--- config.mk ---
export PLATFORM = sky130hd
export DESIGN_NAME = fifo_sync_param_flat
export DESIGN_NICKNAME = d
export VERILOG_FILES = /design/src/rtl/fifo_pkg.sv /design/src/rtl/fifo_sync_param_if.sv /design/src/rtl/fifo_sync_mem.sv /design/src/rtl/fifo_sync_param.sv /design/src/flat_wrapper.sv
export SDC_FILE = /design/constraint.sdc
export NUM_CORES = 1
export LEC_CHECK = 0
export ABC_CLOCK_PERIOD_IN_PS = 3600
export CAP_MARGIN = 20
export CORE_ASPECT_RATIO = 1.4
export CORE_UTILIZATION = 56
export DETAILED_ROUTE_END_ITERATION = 10
export PLACE_DENSITY_LB_ADDON = 0.1
export SLEW_MARGIN = 30
export SYNTH_ARGS = -nofsm -noshare
export SYNTH_HDL_FRONTEND = slang
export SYNTH_SLANG_ARGS = --single-unit
--- constraint.sdc ---
create_clock -name clk -period 3.6 [get_ports clk]
set_input_delay 0.9 -clock clk [delete_from_list [all_inputs] [get_ports clk]]
set_output_delay 0.9 -clock clk [all_outputs]
set_load 0.01 [all_outputs]
--- src/rtl/fifo_pkg.sv ---
// Shared defaults for the synchronous FIFO: word width, address width and pointer width.
// Pointers carry one extra wrap bit beyond the address so full and empty can be told apart.
package fifo_pkg;

  localparam int DEF_DATA_WIDTH = 8;
  localparam int DEF_ADDR_WIDTH = 3;

  function automatic int ptr_width(input int addr_width);
    return addr_width + 1;
  endfunction

endpackage

--- src/rtl/fifo_sync_param_if.sv ---
// Write/read/status bundle for fifo_sync_param; master drives requests, slave is the FIFO.
// Status flags, count and sticky errors all travel with the bus.
interface fifo_sync_param_if
  import fifo_pkg::*;
#(
  parameter int DATA_WIDTH = DEF_DATA_WIDTH,
  parameter int ADDR_WIDTH = DEF_ADDR_WIDTH
);

  logic                           wr_en;
  logic [DATA_WIDTH-1:0]          wr_data;
  logic                           rd_en;
  logic                           clr_err;
  logic [DATA_WIDTH-1:0]          rd_data;
  logic                           rd_valid;
  logic                           full;
  logic                           empty;
  logic                           almost_full;
  logic                           almost_empty;
  logic [ptr_width(ADDR_WIDTH)-1:0] count;
  logic                           overflow;
  logic                           underflow;

  modport master (
    output wr_en, wr_data, rd_en, clr_err,
    input  rd_data, rd_valid, full, empty, almost_full, almost_empty,
           count, overflow, underflow
  );

  modport slave (
    input  wr_en, wr_data, rd_en, clr_err,
    output rd_data, rd_valid, full, empty, almost_full, almost_empty,
           count, overflow, underflow
  );

endinterface

--- src/rtl/fifo_sync_mem.sv ---
// FIFO storage: one synchronous write port, one asynchronous read port, no reset.
// Read data follows rd_addr combinationally; a write lands on the rising edge.
module fifo_sync_mem #(
  parameter int DATA_WIDTH = 8,
  parameter int ADDR_WIDTH = 3
) (
  input  logic                  clk,
  input  logic                  wr_en,
  input  logic [ADDR_WIDTH-1:0] wr_addr,
  input  logic [DATA_WIDTH-1:0] wr_data,
  input  logic [ADDR_WIDTH-1:0] rd_addr,
  output logic [DATA_WIDTH-1:0] rd_data
);

  logic [DATA_WIDTH-1:0] mem [0:(1<<ADDR_WIDTH)-1];

  always_ff @(posedge clk) begin
    if (wr_en) mem[wr_addr] <= wr_data;
  end

  assign rd_data = mem[rd_addr];

endmodule

--- src/rtl/fifo_sync_param.sv ---
// Synchronous FIFO with status flags, occupancy count and sticky overflow/underflow; registered read
// (one-cycle latency, rd_valid pulse) by default, first-word fall-through when FIFO_SYNC_PARAM_FWFT_EN is defined.
module fifo_sync_param
  import fifo_pkg::*;
#(
  parameter int DATA_WIDTH = DEF_DATA_WIDTH,
  parameter int ADDR_WIDTH = DEF_ADDR_WIDTH,
  parameter int DEPTH      = 1 << ADDR_WIDTH,
  parameter int AF_LEVEL   = DEPTH - 2,
  parameter int AE_LEVEL   = 2
) (
  input  logic             clk,
  input  logic             rst_n,
  fifo_sync_param_if.slave bus
);

  localparam int PW = ptr_width(ADDR_WIDTH);
  localparam logic [PW-1:0] AF_THR = PW'(AF_LEVEL);
  localparam logic [PW-1:0] AE_THR = PW'(AE_LEVEL);

  if (ADDR_WIDTH < 1 || DEPTH != (1 << ADDR_WIDTH) || AE_LEVEL < 0 ||
      AE_LEVEL >= AF_LEVEL || AF_LEVEL > DEPTH) begin : g_bad_cfg
    $error("fifo_sync_param: illegal parameter set");
  end

  logic [PW-1:0]         wr_ptr;
  logic [PW-1:0]         rd_ptr;
  logic [PW-1:0]         count;
  logic                  full;
  logic                  empty;
  logic                  wr_acc;
  logic                  rd_acc;
  logic                  ovf_q;
  logic                  udf_q;
  logic [DATA_WIDTH-1:0] mem_rd;

  // Same address with different wrap bits means the writer is a full lap ahead.
  assign empty  = (wr_ptr == rd_ptr);
  assign full   = (wr_ptr[PW-1] != rd_ptr[PW-1]) &&
                  (wr_ptr[ADDR_WIDTH-1:0] == rd_ptr[ADDR_WIDTH-1:0]);
  assign count  = wr_ptr - rd_ptr;
  assign wr_acc = bus.wr_en && !full;
  assign rd_acc = bus.rd_en && !empty;

  always_ff @(posedge clk) begin
    if (!rst_n) begin
      wr_ptr <= '0;
      rd_ptr <= '0;
      ovf_q  <= 1'b0;
      udf_q  <= 1'b0;
    end else begin
      if (wr_acc) wr_ptr <= wr_ptr + PW'(1);
      if (rd_acc) rd_ptr <= rd_ptr + PW'(1);
      // A fresh error in the clearing cycle keeps the flag set.
      ovf_q <= (bus.wr_en && full)  || (ovf_q && !bus.clr_err);
      udf_q <= (bus.rd_en && empty) || (udf_q && !bus.clr_err);
    end
  end

  fifo_sync_mem #(
    .DATA_WIDTH (DATA_WIDTH),
    .ADDR_WIDTH (ADDR_WIDTH)
  ) u_mem (
    .clk     (clk),
    .wr_en   (wr_acc),
    .wr_addr (wr_ptr[ADDR_WIDTH-1:0]),
    .wr_data (bus.wr_data),
    .rd_addr (rd_ptr[ADDR_WIDTH-1:0]),
    .rd_data (mem_rd)
  );

`ifdef FIFO_SYNC_PARAM_FWFT_EN
  assign bus.rd_data  = mem_rd;
  assign bus.rd_valid = !empty;
`else
  logic [DATA_WIDTH-1:0] rd_data_q;
  logic                  rd_valid_q;

  always_ff @(posedge clk) begin
    if (!rst_n) begin
      rd_data_q  <= '0;
      rd_valid_q <= 1'b0;
    end else begin
      rd_valid_q <= rd_acc;
      if (rd_acc) rd_data_q <= mem_rd;
    end
  end

  assign bus.rd_data  = rd_data_q;
  assign bus.rd_valid = rd_valid_q;
`endif

  assign bus.full         = full;
  assign bus.empty        = empty;
  assign bus.count        = count;
  assign bus.almost_full  = (count >= AF_THR);
  assign bus.almost_empty = (count <= AE_THR);
  assign bus.overflow     = ovf_q;
  assign bus.underflow    = udf_q;

endmodule

--- src/flat_wrapper.sv ---
// flat-port wrapper written by rule: the top's interface ports become plain ports
module fifo_sync_param_flat import fifo_pkg::*;
#(
  parameter int DATA_WIDTH = DEF_DATA_WIDTH,
  parameter int ADDR_WIDTH = DEF_ADDR_WIDTH,
  parameter int DEPTH      = 1 << ADDR_WIDTH,
  parameter int AF_LEVEL   = DEPTH - 2,
  parameter int AE_LEVEL   = 2
)
  (clk, rst_n, bus_wr_en, bus_wr_data, bus_rd_en, bus_clr_err, bus_rd_data, bus_rd_valid, bus_full, bus_empty, bus_almost_full, bus_almost_empty, bus_count, bus_overflow, bus_underflow);
  fifo_sync_param_if #(.DATA_WIDTH(DATA_WIDTH), .ADDR_WIDTH(ADDR_WIDTH)) bus_i ();
  input  logic clk;
  input  logic rst_n;
  input wire logic [$bits(bus_i.wr_en)-1:0] bus_wr_en;
  input wire logic [$bits(bus_i.wr_data)-1:0] bus_wr_data;
  input wire logic [$bits(bus_i.rd_en)-1:0] bus_rd_en;
  input wire logic [$bits(bus_i.clr_err)-1:0] bus_clr_err;
  output wire logic [$bits(bus_i.rd_data)-1:0] bus_rd_data;
  output wire logic [$bits(bus_i.rd_valid)-1:0] bus_rd_valid;
  output wire logic [$bits(bus_i.full)-1:0] bus_full;
  output wire logic [$bits(bus_i.empty)-1:0] bus_empty;
  output wire logic [$bits(bus_i.almost_full)-1:0] bus_almost_full;
  output wire logic [$bits(bus_i.almost_empty)-1:0] bus_almost_empty;
  output wire logic [$bits(bus_i.count)-1:0] bus_count;
  output wire logic [$bits(bus_i.overflow)-1:0] bus_overflow;
  output wire logic [$bits(bus_i.underflow)-1:0] bus_underflow;
  assign bus_i.wr_en = bus_wr_en;
  assign bus_i.wr_data = bus_wr_data;
  assign bus_i.rd_en = bus_rd_en;
  assign bus_i.clr_err = bus_clr_err;
  assign bus_rd_data = bus_i.rd_data;
  assign bus_rd_valid = bus_i.rd_valid;
  assign bus_full = bus_i.full;
  assign bus_empty = bus_i.empty;
  assign bus_almost_full = bus_i.almost_full;
  assign bus_almost_empty = bus_i.almost_empty;
  assign bus_count = bus_i.count;
  assign bus_overflow = bus_i.overflow;
  assign bus_underflow = bus_i.underflow;
  fifo_sync_param #(.DATA_WIDTH(DATA_WIDTH), .ADDR_WIDTH(ADDR_WIDTH), .DEPTH(DEPTH), .AF_LEVEL(AF_LEVEL), .AE_LEVEL(AE_LEVEL)) u_core (.clk(clk), .rst_n(rst_n), .bus(bus_i));
endmodule
Word-level counts from Yosys, hierarchy flattened
Memories as Yosys holds them, arrays and structs flattened. A register that Yosys moved wholly into a read port is not among the register bits.
Cells that the tools add are included.

operators by class
  $add $sub $neg = 3
  magnitude comparators = 2
  eq/ne operators = 3
  muxes and demuxes = 2
  reduce and logical (&&, ||, !) cells = 13

operators with widths
  operator             number
  $add 4x1->4 const B  2
  $logic_and 1x1->1    7
  $eq 4x4->1           1
  $ge 4x3->1 const B   1
  $le 4x2->1 const B   1
  $logic_not 1->1      4
  $sub 4x4->4          1
  $eq 3x3->1           1
  $logic_or 1x1->1     2
  $mux 1               2
  $ne 1x1->1           1

word-level totals
  register bits = 11
  bits in writable memories = 64
  input bits = 13
  output and inout bits = 19
  word-level logic and storage cells = 29
  memories = 1

memory list
  name              depth  width  rd ports  clocked after Yosys merged registers in  wr ports  RTL line             source
  u_core.u_mem.mem  8      8      1         1                                        1         fifo_sync_mem.sv:15  logic [DATA_WIDTH-1:0] mem [0:(1<<ADDR_WIDTH)-1];

Logic depth before layout (Yosys ltp)
Gate-level depths: netlist of the first run.

  word-level depth = 6
  depth in mapped cells = 9
  mapped depth without buffers = 6

Modules after synthesis
A second synthesis of the first run with hierarchy kept.

unflattened totals
  cell total of the unflattened synthesis = 223
  area, all modules = 3542.1 um2

modules (own cells, without submodules)
  module           times used  cells an instance  area an instance (um2)  seq. area each (um2)
  fifo_sync_mem    1           106                2531.2                  1921.8
  fifo_sync_param  1           117                1011.0                  380.4

Worst setup path before layout of the first run
OpenSTA, ideal clock, no wires.

  path kind = register to output
  start point = reg u_core.rd_ptr[1]
  end point = out bus_almost_empty
  arrival time = 1.893 ns
  required time = 2.700 ns
  setup slack = 0.807 ns
  cell stages (with the launch flop) = 9
  path buffers = 2
  cell sequence = dfxtp_1 -> buf_6 -> buf_6 -> inv_1 -> ha_1 -> nor2b_1 -> o21ai_0 -> nand3_1 -> a221oi_1

on the way
  cells in the longest elaborated chain, start to end = 2

ends and longest elaborated chain
  element                   RTL line               source
  start: declaration        fifo_sync_param.sv:27  logic [PW-1:0] rd_ptr;
  start signal: assignment  fifo_sync_param.sv:53  if (rd_acc) rd_ptr <= rd_ptr + PW'(1);
  $sub 4x4->4               fifo_sync_param.sv:41  assign count = wr_ptr - rd_ptr;
  $le 4x2->1                fifo_sync_param.sv:97  assign bus.almost_empty = (count <= AE_THR);
  end: declaration          flat_wrapper.sv:23     output wire logic [$bits(bus_i.almost_empty)-1:0] bus_almost_empty;

No other way between the ends.

Worst setup path in the final report of the first run
  start point = reg u_core.wr_ptr[0]
  end point = out bus_almost_full

on the way
  cells in the longest elaborated chain, start to end = 2

ends and longest elaborated chain
  element                   RTL line               source
  start: declaration        fifo_sync_param.sv:26  logic [PW-1:0] wr_ptr;
  start signal: assignment  fifo_sync_param.sv:52  if (wr_acc) wr_ptr <= wr_ptr + PW'(1);
  $sub 4x4->4               fifo_sync_param.sv:41
  $ge 4x3->1                fifo_sync_param.sv:96  assign bus.almost_full = (count >= AF_THR);
  end: declaration          flat_wrapper.sv:22     output wire logic [$bits(bus_i.almost_full)-1:0] bus_almost_full;

No other way between the ends.

==> results.cfg, run 1 <==
[yosys]
synth_area_leaders = edfxtp_1, dfxtp_1, mux4_2
synth-simple-area-share = 0.0506
synth_warnings = 0
synthMuxAreaShare = 0.134
ys_seq_elements = 83
synthTopCellsByCount = edfxtp_1, dfxtp_1, mux4_2
synthXorXnorAreaFrac = 0.0249
synthCells = 201
synth_fa_ha_area_frac = 0.0242
synth-edff-count = 64
yosysTopAreaCell = edfxtp_1
synth_top_area_share = 0.563
syn_area_um2 = 3410
synth_flop_cell = edfxtp_1
synthArstFlopShare = 0
synth_most_common_cell = edfxtp_1
ys_types = 37
synth_compound_area_frac = 0.0638
ys_seq_area_frac = 0.675
syn_area_per_cell_um2 = 17.0
synth_top_family_by_area = multiplexers
synth_fp_nets = 220

[global_route]
antenna_found_initial = 0
grt_pass1_vias = 1894
grt.total_usage = 0.232
grt_pass1_wl_mm = 10.0
grt_max_degree = 20
grt-ovfl-total = 0

[power_and_ir_drop]
clkPwrFrac = 0.292
power.switching_uw = 582
p_int_mw = 1.60
p_sw_frac = 0.266
seqPwrFrac = 0.506
power_mw = 2.19
power_frac_comb = 0.202
powerDensity_nw_per_um2 = 541
leakagePower_nw = 1.36
ir_drop_mv = 0.413

[timing]
setup_viol = 0
tightest_slew_ns = 0.662
finalClockSkew_ns = 0.0122
rsz0062_at_grt = no
relSlewSlack = 0.557
fin_crit_sh = 0.949
fmax_mhz = 293
final.min_clock_period_ns = 3.42
setup_slack_ns = 0.184
hold_viol_final = 0
tns_ns = 0
maxSlewViolCount = 0

[clock_tree]
cts-root-buf = clkbuf_8
clk_path_buf_depth = 2
post_cts_buffers = 0
cts.clk_slew.worst_paths_ns = 0.09
cts_tree = yes
clk_latency_ns = 0.35
cts_sinks = 83
htree_levels = 3
numCtsBuffers = 9

[final_layout]
area_delta_synth_final_pct = 18.5
insertedDiodeCount = 0
drive_gt1_frac = 0.206
layout.nets = 267
stdcell_count = 323

[placement]
place_ws_ns = 0.410
portBuffers = 31
gp_congestion = 0.873
dp.cells = 307
hpwl_mm = 4.36

[critical_path]
cp.arrival_ns = 2.52
path_cells = inv_1 -> ha_1 -> fa_1 -> xnor2_1 -> a22o_1 -> clkdlybuf4s50_1
critPathKind = register to primary output
critPathLaunchType = register
cp_top_family = buffers and inverters
endpoint_kind = primary output
path_max_fanout = 7
crit_buf_inv = 2
required_ns = 2.70
r2r_slack_ns = 1.21
crit_path_top_delay_cell = clkdlybuf4s50_1
cpPeakStageDelay_ns = 0.53

[detailed_routing]
drt_wl_total_mm = 6.60
wl_per_cell_um = 20.4
dr_total_vias = 1885
ant_nets = 0
drt_first_pass_iters = 4
drt_iter0_markers = 107
viasPerCell = 5.84
drc = 0

[flow_run]
drv_cap = 0

[run_status]
status = finished, final reports clean

[floorplanning]
num_rows = 33
ios = 32
die-height_um = 94.3
dieWidth_um = 68.0
core_um2 = 5860
start_util = 0.582
die_area_um2 = 6410

[worst_hold_path]
min_path_type = register to register
## cells in the final DEF (no fill, tap or decap), types with 2 or more instances in the layout
cell | synthesis | final
inv_1 | 7 | 7
mux4_2 | 14 | 14
clkbuf_8 | 0 | 11
o21ai_0 | 8 | 8
clkinvlp_4 | 0 | 2
mux4_1 | 2 | 2
nor2_1 | 4 | 4
o21ai_2 | 2 | 2
nand2_1 | 4 | 4
dfxtp_1 | 19 | 17
edfxtp_1 | 64 | 64
a21oi_1 | 11 | 11
nor2b_1 | 6 | 6
o211ai_1 | 3 | 3
ha_1 | 5 | 5
buf_4 | 0 | 13
mux2i_1 | 9 | 9
xnor2_1 | 5 | 5
clkdlybuf4s50_1 | 0 | 30
and2_1 | 6 | 6
o21a_1 | 2 | 2
nand3_1 | 3 | 3
nor3_1 | 4 | 4
nor4_1 | 2 | 2
## through the flow
stage	utilization	hold slack, ns	area (um2)
floorplan	-	0.538	3410
global placement	0.655	0.519	3840
detailed placement	0.655	0.524	3840
CTS	0.688	0.537	4040
global route	0.690	0.548	4040
finish	0.690	0.534	4040
## kinds of logic (layout without fill, tap and decap cells)
logic type	after synthesis	after routing
xor+xnor	8	8
simple gates	32	32
buf+inv	15	67
fa+ha+maj	6	6
mux	25	25
compound gates	32	32
flops	83	83
## worst paths after layout
kind,end,cells after the start,startpoint
max,bus_almost_full,6,u_core.wr_ptr[0]$_SDFFE_PN0P_
min,u_core.bus.rd_data[6]$_SDFFE_PN0P_,2,u_core.bus.rd_data[6]$_SDFFE_PN0P_
max reg2reg,u_core.u_mem.mem[5][5]$_DFFE_PP_,6,u_core.wr_ptr[0]$_SDFFE_PN0P_
min reg2reg,u_core.bus.rd_data[6]$_SDFFE_PN0P_,2,u_core.bus.rd_data[6]$_SDFFE_PN0P_
## tightest hold or removal path, cell delays in order (launching register included)
cell	delay [ns]
dfxtp_1	0.33
o21ai_2	0.12
a21oi_1	0.05
## flip-flops by register name, indices dropped and copies added, names as in the netlist
name,cells
u_core.bus.underflow,1
u_core.bus.overflow,1
u_core.bus.rd_data,8
u_core.rd_ptr,4
u_core.u_mem.mem,64
u_core.wr_ptr,4
u_core.bus.rd_valid,1
## layout make-up
| type | count | area, um2 |
|---|---|---|
| Sequential cell | 83 | 2310 |
| Fill cell | 394 | 1820 |
| Multi-Input combinational cell | 103 | 1020 |
| Tap cell | 70 | 87.6 |
| Inverter | 7 | 26.3 |
| Clock buffer | 11 | 151 |
| Clock inverter | 5 | 43.8 |
| Timing Repair Buffer | 44 | 410 |
## power by group through the flow
stage	registers (mW)	logic, mW	clock network (mW)
final	1.11	0.441	0.639
after global routing	1.11	0.482	0.692
after global placement	1.12	0.436	0
after CTS	1.11	0.447	0.650
after detailed placement	1.13	0.446	0
after floorplan	1.13	0.253	0
## metal layers
metal  GRT usage  vias up  routed length [um]
met5           0        -                   0
met4      0.0885        0                  72
met3      0.0543        6                 249
met2       0.392       55                3580
met1       0.282      953                2700
li1            -      871                   -
## repair_timing
| item | in CTS | in global routing |
|---|---|---|
| hold buffers | 0 | 0 |
| endpoints found under the setup margin | 0 | 2 |
| gates resized for setup | 0 | 4 |
(Power assumes the default switching activity.)
==> run 2: changes to the inputs <==
CORE_UTILIZATION = 30   (was 56)
CTS_BUF_LIST = sky130_fd_sc_hd__clkbuf_8   (was unset)
==> results.cfg, run 2 (synthesis results as in run 1) <==
[final_layout]
layout_commonest_cell = edfxtp_1
area_delta_synth_final_pct = 22.1
seqCellArea_um2 = 2300
insertedDiodeCount = 0
regMostFlops = u_core.u_mem.mem
multi_input_area_um2 = 1040
layout.nets = 266
stdcell_count = 393
fillers = 1032
final_cell_mix = edfxtp_1, clkdlybuf4s50_1, dfxtp_1
largest_register_ffs = 64
drive_gt1_frac = 0.210

[timing]
fmax_mhz = 297
rsz0062_at_grt = no
tns_ns = 0
fin_crit_sh = 0.935
finalClockSkew_ns = 0.0104
setup_slack_ns = 0.236
hold_viol_final = 0
relSlewSlack = 0.541
whs_ns = 0.544
final.min_clock_period_ns = 3.36
setup_viol = 0
tightest_slew_ns = 0.686
maxSlewViolCount = 0

[power_and_ir_drop]
p_int_mw = 1.70
power_mw = 2.27
p_sw_frac = 0.253
ir_drop_mv = 0.201
seqPwrFrac = 0.485
power.switching_uw = 576
power_frac_comb = 0.198
leakagePower_nw = 1.38
clkPwrFrac = 0.317
powerDensity_nw_per_um2 = 546

[clock_tree]
numCtsBuffers = 9
htree_levels = 3
post_cts_buffers = 0
cts_sinks = 83
clk_latency_ns = 0.35
cts_tree = yes
cts.clk_slew.worst_paths_ns = 0.09
clk_path_buf_depth = 2
cts-root-buf = clkbuf_8

[detailed_routing]
ant_nets = 0
wl_per_cell_um = 17.6
drt_iter0_markers = 56
drc = 0
drt_first_pass_iters = 4
viasPerCell = 4.59
drt_wl_total_mm = 6.90
dr_total_vias = 1804

[flow_run]
drv_cap = 0

[critical_path]
crit_path_top_delay_cell = clkdlybuf4s50_1
path_cells = inv_1 -> ha_1 -> fa_1 -> xnor2_1 -> a22o_1 -> clkdlybuf4s50_1
path_max_fanout = 7
cp.arrival_ns = 2.46
cpPeakStageDelay_ns = 0.52
required_ns = 2.70
cp_top_family = buffers and inverters
critPathLaunchType = register
endpoint_kind = primary output
critPathKind = register to primary output
crit_buf_inv = 2

[global_route]
antenna_found_initial = 0
grt_pass1_vias = 1862
grt_max_degree = 20
grt.total_usage = 0.129
grt-ovfl-total = 0
grt_pass1_wl_mm = 10.7

[floorplanning]
start_util = 0.311
die_area_um2 = 11800
core_um2 = 11000
num_rows = 45
dieWidth_um = 92.1
ios = 32
die-height_um = 128

[run_status]
status = finished, final reports clean

[placement]
place_ws_ns = 0.430
dp.cells = 377
hpwl_mm = 4.40
gp_congestion = 0.745
portBuffers = 31

[worst_hold_path]
min_path_type = register to register
[run 2: cell count changes in the layout (fill, tap and decap cells not counted), moves of 2 or more]
cell,change
nor4_1,-2
clkinv_2,+3
clkinvlp_4,-2
bufinv_16,+2
clkbuf_8,-2
[run 2: layer usage]
metal / vias up / GRT usage / wire [um]
li1: 868 / - / -
met1: 893 / 0.143 / 2830
met2: 32 / 0.229 / 3760
met3: 11 / 0.0350 / 180
met4: 0 / 0.0579 / 126
met5: - / 0 / 0
[run 2: tightest hold or removal path, stage by stage, from the launching register on]
cell     delay [ns]
dfxtp_1        0.33
o21ai_2        0.12
a21oi_1        0.05
[run 2: layout make-up]
cell class              count  share of cell area
flip-flops and latches     83               0.553
clock inverters             7              0.0222
repair buffers             43              0.0968
clock buffers               9              0.0297
multi-input cells         103               0.249
well taps                 141              0.0424
inverters                   7             0.00631
[run 2: path summary, 6_finish.rpt]
check                                startpoint  cells past startpoint  slack [ns]                                 end
max reg2reg       u_core.wr_ptr[2]$_SDFFE_PN0P_                      5        1.46    u_core.u_mem.mem[4][7]$_DFFE_PP_
max               u_core.wr_ptr[0]$_SDFFE_PN0P_                      6        0.24                     bus_almost_full
min          u_core.bus.rd_data[6]$_SDFFE_PN0P_                      2        0.54  u_core.bus.rd_data[6]$_SDFFE_PN0P_
min reg2reg  u_core.bus.rd_data[6]$_SDFFE_PN0P_                      2        0.54  u_core.bus.rd_data[6]$_SDFFE_PN0P_
[run 2: timing repair]
item,CTS,global route
endpoints found under the setup margin,0,2
hold buffers,0,0
gates resized for setup,0,4
hold endpoints to repair,0,0
[run 2: power groups by stage]
stage                     Combinational [mW]  Clock (mW)  Sequential, mW
after floorplan                        0.253           0            1.13
after detailed placement               0.460           0            1.13
after global placement                 0.461           0            1.12
final                                  0.450       0.722            1.10
after CTS                              0.461       0.745            1.10
after global routing                   0.490       0.787            1.11
[run 2: per-stage QoR]
step                area [um2]   util
finish                    4160  0.379
global route              4160  0.379
CTS                       4160  0.379
detailed placement        3940  0.359
global placement          3940  0.359
floorplan                 3410      -
==> run 3: changes to the inputs <==
SLEW_MARGIN = unset   (was 30)
==> results of run 3 <==
No change in the layout: final DEF, timing and power equal those of run 2.
